===== src/rtl/vram_scan_pkg.sv =====
// vram_scan_pkg
// Shared types for the VRAM scan checker: the controller state encoding,
// the expected-data mode, and the width of the drain counter.
package vram_scan_pkg;

    // Controller states: waiting, issuing addresses, waiting for the last
    // read data to come back, and holding the result.
    typedef enum logic [1:0] {
        ST_IDLE  = 2'd0,
        ST_SCAN  = 2'd1,
        ST_DRAIN = 2'd2,
        ST_DONE  = 2'd3
    } scan_state_e;

    // Expected-data mode: a constant pattern, or the pattern XORed with the
    // address that produced the data.
    typedef enum logic {
        MODE_CONST = 1'b0,
        MODE_ADDR  = 1'b1
    } scan_mode_e;

    // Read latency is limited to 1..4, so a 3-bit counter always covers
    // the drain period.
    localparam int DRAIN_CNT_W = 3;

endpackage


===== src/rtl/vram_scan_delay.sv =====
// vram_scan_delay
// LAT-deep delay line carrying a valid bit and an address.
// Its output lines up with read data returned LAT cycles after the address.
// Ports:
//   clk      in   clock, rising edge
//   rst_n    in   asynchronous active-low reset (clears all valid bits)
//   flush_i  in   drops every in-flight entry (valid bits cleared)
//   valid_i  in   an address is being issued this cycle
//   addr_i   in   issued address
//   valid_o  out  delayed valid
//   addr_o   out  delayed address
module vram_scan_delay
    import vram_scan_pkg::*;
#(
    parameter int LAT    = 1,
    parameter int ADDR_W = 12
) (
    input  logic              clk,
    input  logic              rst_n,
    input  logic              flush_i,
    input  logic              valid_i,
    input  logic [ADDR_W-1:0] addr_i,
    output logic              valid_o,
    output logic [ADDR_W-1:0] addr_o
);

    logic              valid_q [LAT];
    logic [ADDR_W-1:0] addr_q  [LAT];

    // Stage 0 takes the freshly issued address; each later stage copies its
    // predecessor. Flushing clears only the valid bits, because a stale
    // address behind a cleared valid is never looked at.
    always_ff @(posedge clk or negedge rst_n) begin
        if (!rst_n) begin
            for (int i = 0; i < LAT; i++) begin
                valid_q[i] <= 1'b0;
                addr_q[i]  <= '0;
            end
        end else begin
            if (flush_i) begin
                for (int i = 0; i < LAT; i++) begin
                    valid_q[i] <= 1'b0;
                end
            end else begin
                valid_q[0] <= valid_i;
                for (int i = 1; i < LAT; i++) begin
                    valid_q[i] <= valid_q[i-1];
                end
            end
            addr_q[0] <= addr_i;
            for (int i = 1; i < LAT; i++) begin
                addr_q[i] <= addr_q[i-1];
            end
        end
    end

    assign valid_o = valid_q[LAT-1];
    assign addr_o  = addr_q[LAT-1];

endmodule


===== config.mk =====
export PLATFORM = sky130hd
export DESIGN_NAME = vram_scan_delay
export DESIGN_NICKNAME = d
export VERILOG_FILES = /design/src/rtl/vram_scan_pkg.sv /design/src/rtl/vram_scan_delay.sv
export SDC_FILE = /design/constraint.sdc
export NUM_CORES = 1
export LEC_CHECK = 0
export BUFFER_PORTS_ARGS = -buffer_cell sky130_fd_sc_hd__buf_2
export CAP_MARGIN = 20
export CORE_AREA = 10 10 47 49
export CTS_BUF_LIST = sky130_fd_sc_hd__clkbuf_4
export DETAILED_ROUTE_END_ITERATION = 6
export DIE_AREA = 0 0 57 59
export PLACE_DENSITY = 0.59
export SYNTH_ARGS = -nofsm -noshare
export SYNTH_HDL_FRONTEND = slang
export SYNTH_SLANG_ARGS = --single-unit

===== constraint.sdc =====
create_clock -name clk -period 1 [get_ports clk]
set_input_delay 0.2 -clock clk [delete_from_list [all_inputs] [get_ports clk]]
set_output_delay 0.2 -clock clk [all_outputs]
set_load 0.01 [all_outputs]

==> impl_metrics.py, run 1 <==
metrics = {
    "run_status": {
        "outcome": "complete, no violations",
    },
    "worst_hold_path": {
        "hp-start": "addr_i[2]",
        "min_to": "addr_o[2]$_DFF_PN0_",
        "hold_path_depth": 1,
        "hp-class": "in -> reg",
    },
    "timing": {
        "layout_min_cycle_time_ns": 0.964,
        "slew-limit-headroom_pct": 81.8,
        "period_share_pct": 96.4,
        "grt_setup_unrepaired": "yes",
        "clock.fmax_mhz": 1040,
        "drv_slew": 0,
        "setup_viol": 0,
        "hold_viol": 0,
        "tightest_slew_ns": 0.272,
        "final.setup.worst_slack_ns": 0.0361,
    },
    "floorplanning": {
        "core_sq_mm": 0.00140,
        "die_area_sq_mm": 0.00336,
        "ioPinCount": 29,
        "die_y_um": 59,
        "start_util_pct": 24.2,
        "die_w_um": 57,
        "rows": 14,
    },
    "clocking": {
        "clock-sinks": 13,
        "clockBufferDepth": 2,
        "clkTransAtPathRegs_ns": 0.08,
        "htreeDepth": 1,
        "cts-buffers-inserted": 3,
        "cts_setup_buffers": 0,
        "cts_tree": "built",
        "cts-root-buf": "clkbuf_4",
    },
    "cells_and_area": {
        "final_nets": 64,
        "drive_above_1_share_pct": 70.2,
        "num_antenna_cells": 0,
        "area_growth_pct": 60.9,
        "final_cells": 63,
        "fin_util_pct": 38.9,
        "nFillCells": 137,
    },
    "logic_synthesis": {
        "yosysWarnings": 0,
        "avgSynthCellArea_sq_um": 24.2,
        "netlist_instances": 14,
        "synthDistinctLibCells": 2,
        "synth_area_sq_um": 339,
        "ys_seq_elements": 13,
        "ys_seq_area_share_pct": 95.9,
        "syn_nets": 30,
    },
    "global_route": {
        "track_usage_pct": 5.21,
        "grt_max_degree": 14,
        "grt_pass1_wl_um": 1320,
        "grt-ovfl-total": 0,
        "antenna_found_initial": 0,
        "grt_pass1_vias": 290,
    },
    "worst_setup_path": {
        "cpPeakStageDelay_ns": 0.38,
        "worstPathMaxFanout": 1,
        "crit_type": "reg -> out",
        "cp-end-kind": "output pin",
        "critical-path-top-delay-family": "flip-flops",
        "critPathRequiredTime_ns": 0.80,
        "slowest_stage": "dfrtp_1",
        "crit_buf_inv": 1,
        "path_cells": "buf_6",
        "startpoint_type": "flip-flop",
        "cp.arrival_ns": 0.76,
    },
    "placed_design": {
        "dp.cells": 58,
        "place_ws_ns": 0.318,
        "gp_congestion": 0.551,
        "port_buffers": 28,
    },
    "pwr": {
        "vdd_drop_max_mv": 0.668,
        "p_leak_uw": 0.000296,
        "power_density_mw_per_mm2": 1790,
    },
    "routing": {
        "wirelength_um": 834,
        "wl_per_cell_um": 13.2,
        "ant_nets": 0,
        "drc": 0,
        "dr.first_iter.drc_count": 2,
        "routed_via_density": 3.51,
        "vias": 221,
        "first_pass_iters": 2,
    },
    "job": {
        "maxCapViolCount": 0,
    },
}
registers in the layout, summed over array words and instances (netlist names):
| register | cells |
|---|---|
| addr_o | 12 |
| valid_o | 1 |
worst max path at each step:
| stage | start | end | slack [ns] | depth (start not counted) |
|---|---|---|---|---|
| after floorplan | addr_o[0]$_DFF_PN0_ | addr_o[0] | 0.42 | 0 |
| after global placement | addr_o[10]$_DFF_PN0_ | addr_o[10] | 0.33 | 1 |
| after detailed placement | addr_o[9]$_DFF_PN0_ | addr_o[9] | 0.32 | 1 |
| after CTS | addr_o[9]$_DFF_PN0_ | addr_o[9] | 0.02 | 1 |
| after global routing | addr_o[9]$_DFF_PN0_ | addr_o[9] | -0.01 | 1 |
| final | addr_o[9]$_DFF_PN0_ | addr_o[9] | 0.04 | 1 |
Yosys cell counts:
cell type / count / area [sq um]
nor2b_4: 1 / 13.8
dfrtp_1: 13 / 325
cell families after synthesis:
family	synth area share [%]
AND/OR/NAND/NOR	4.06
flip-flops	95.9
per-layer routing:
layer	track usage [%]	part of all wire [%]	up-vias
met5	0	0	-
met4	4.03	0	0
met3	3.00	11	0
met2	9.30	58	11
met1	4.07	31	102
li1	-	-	108
cells in the final DEF (no fill, tap or decap):
master / count
nor2b_4: 1
buf_2: 27
clkbuf_4: 4
dlygate4sd3_1: 1
dfrtp_1: 13
buf_6: 1
final cells by class:
type                    count  area, sq um  area share (%)
flip-flops and latches     13          325            59.6
multi-input cells           1         13.8            2.52
clock buffers               4         30.0            5.50
repair buffers             29          156            28.7
well taps                  16         20.0            3.67
metrics by stage:
| step | TNS, ns | instance area (sq um) | hold slack, ns | total power (uW) |
|---|---|---|---|---|
| 2_1_floorplan | 0 | 339 | -0.0956 | 588 |
| 3_3_place_gp | 0 | 499 | 0.0938 | 652 |
| 3_5_place_dp | 0 | 499 | 0.100 | 655 |
| 4_1_cts | 0 | 539 | 0.0265 | 995 |
| 5_1_grt | -0.0274 | 546 | 0.0125 | 1040 |
| 6_report | 0 | 546 | 0.0355 | 979 |
what timing repair did:
action,in CTS,in global routing
gates resized for setup,0,1
hold buffers,1,0
hold endpoints to repair,13,0
endpoints found under the setup margin,0,4
report_power, final:
part	switching, uW	internal, uW
Sequential	5.63	551
Clock	152	181
Combinational	42.1	46.2
No activity file was read; power rests on OpenSTA's default activity.
==> run 2, diff against run 1 <==
GPL_TIMING_DRIVEN = 0   (was unset)
==> run 2 against run 1 <==
  * Hold slack lost 0.0066 ns
  * Global-route usage grew 0.44 points
  * Die area is the same
  * Flip-flop and latch count is the same
  * Clock power grew 3%
  * Critical endpoint is now addr_o[11]
  * Largest cell class unchanged
==> impl_metrics.py, run 2 (synthesis results as in run 1) <==
metrics = {
    "run_status": {
        "outcome": "complete, no violations",
    },
    "clocking": {
        "cts-root-buf": "clkbuf_4",
        "clock-sinks": 13,
        "cts_setup_buffers": 0,
        "htreeDepth": 1,
        "cts-buffers-inserted": 3,
        "cts_tree": "built",
        "clockBufferDepth": 2,
        "clkTransAtPathRegs_ns": 0.08,
    },
    "global_route": {
        "grt_pass1_wl_um": 1410,
        "grt_max_degree": 14,
        "track_usage_pct": 5.65,
        "grt-ovfl-total": 0,
        "grt_pass1_vias": 299,
        "antenna_found_initial": 0,
    },
    "worst_setup_path": {
        "critPathRequiredTime_ns": 0.80,
        "slowest_stage": "dfrtp_1",
        "cp.arrival_ns": 0.77,
        "worstPathMaxFanout": 1,
        "startpoint_type": "flip-flop",
        "cp-end-kind": "output pin",
        "crit_buf_inv": 1,
        "critical-path-top-delay-family": "flip-flops",
        "cpPeakStageDelay_ns": 0.37,
        "crit_type": "reg -> out",
        "path_cells": "buf_2",
    },
    "placed_design": {
        "port_buffers": 28,
        "gp_congestion": 0.548,
        "postPlaceCellArea_sq_um": 499,
    },
    "floorplanning": {
        "ioPinCount": 29,
        "start_util_pct": 24.2,
        "die_y_um": 59,
        "die_area_sq_mm": 0.00336,
        "rows": 14,
        "die_w_um": 57,
        "core_sq_mm": 0.00140,
    },
    "timing": {
        "clock.fmax_mhz": 1030,
        "tns_ns": 0,
        "period_share_pct": 97.4,
        "tightest_slew_ns": 0.287,
        "setup_viol": 0,
        "hold_viol": 0,
        "grt_setup_unrepaired": "yes",
        "layout_min_cycle_time_ns": 0.974,
        "drv_slew": 0,
        "slew-limit-headroom_pct": 80.9,
    },
    "routing": {
        "ant_nets": 0,
        "routed_via_density": 3.62,
        "dr.first_iter.drc_count": 2,
        "first_pass_iters": 2,
        "wirelength_um": 932,
        "wl_per_cell_um": 14.8,
        "vias": 228,
        "drc": 0,
    },
    "pwr": {
        "power.internal_uw": 781,
        "p_sw_share_pct": 21.4,
        "vdd_drop_max_mv": 0.625,
        "clkPwrFrac_pct": 34.6,
        "pwr-share-comb_pct": 9.3,
        "power_density_mw_per_mm2": 1800,
        "p_seq_share_pct": 56.1,
        "p_leak_uw": 0.000298,
        "p_sw_uw": 212,
    },
    "cells_and_area": {
        "drive_above_1_share_pct": 70.2,
        "num_antenna_cells": 0,
        "mostFrequentLayoutCell": "buf_2",
        "largest_register_ffs": 12,
        "mostFrequentLayoutCells": "buf_2 (26), dfrtp_1 (13), clkbuf_4 (4)",
        "area_growth_pct": 62.7,
        "final_nets": 64,
        "fin_area_sq_um": 552,
    },
    "worst_hold_path": {
        "hp-class": "in -> reg",
    },
    "job": {
        "maxCapViolCount": 0,
    },
}
run 2: cell types whose count changed in the layout (fill, tap and decap cells not counted):
cell   change
buf_2      -1
buf_6      +1
run 2: final timing paths:
path                       slack (ns)                   end  cells past startpoint                  from
setup / recovery                 0.03            addr_o[11]                      1  addr_o[11]$_DFF_PN0_
hold / removal                   0.03  addr_o[10]$_DFF_PN0_                      1            addr_i[10]
max in group asynchronous        0.44   addr_o[8]$_DFF_PN0_                      2                 rst_n
min in group asynchronous        0.34  addr_o[10]$_DFF_PN0_                      2                 rst_n
run 2: metal layers:
layer  vias up  GRT usage [%]  wire length, um
met1       109           3.33              242
met5         -              0                0
met2        11           10.7              583
met4         0           5.03                0
met3         0           3.86              106
li1        108              -                -
run 2: power groups by stage:
stage	sequential (uW)	clock [uW]	combinational, uW
after global placement	567	0	85.3
after floorplan	584	0	3.59
final	558	344	92.3
after detailed placement	568	0	88.3
after CTS	557	358	91.7
after global routing	561	384	102
run 2: per-stage QoR:
stage	hold WS (ns)	utilization, %	worst slack [ns]	power (uW)	cells
global route	0.0119	39.4	-0.0176	1050	63
floorplan	-0.0956	-	0.424	588	14
detailed placement	0.104	35.6	0.316	657	58
CTS	0.0195	38.5	0.00802	1010	63
finish	0.0289	39.4	0.0263	994	63
global placement	0.0943	35.6	0.331	652	58
run 2: final cells by class:
cell class                 count  area (sq um)
clock buffer                   4          30.0
sequential                    13           325
multi-input combinational      1          13.8
tap                           16          20.0
timing repair buffer          29           163
fill                         139           850
run 2: timing repair:
| action | in CTS | in global routing |
|---|---|---|
| hold buffers | 1 | 0 |
| setup endpoints to repair | 0 | 8 |
| gates resized for setup | 0 | 2 |
| hold endpoints to repair | 13 | 0 |
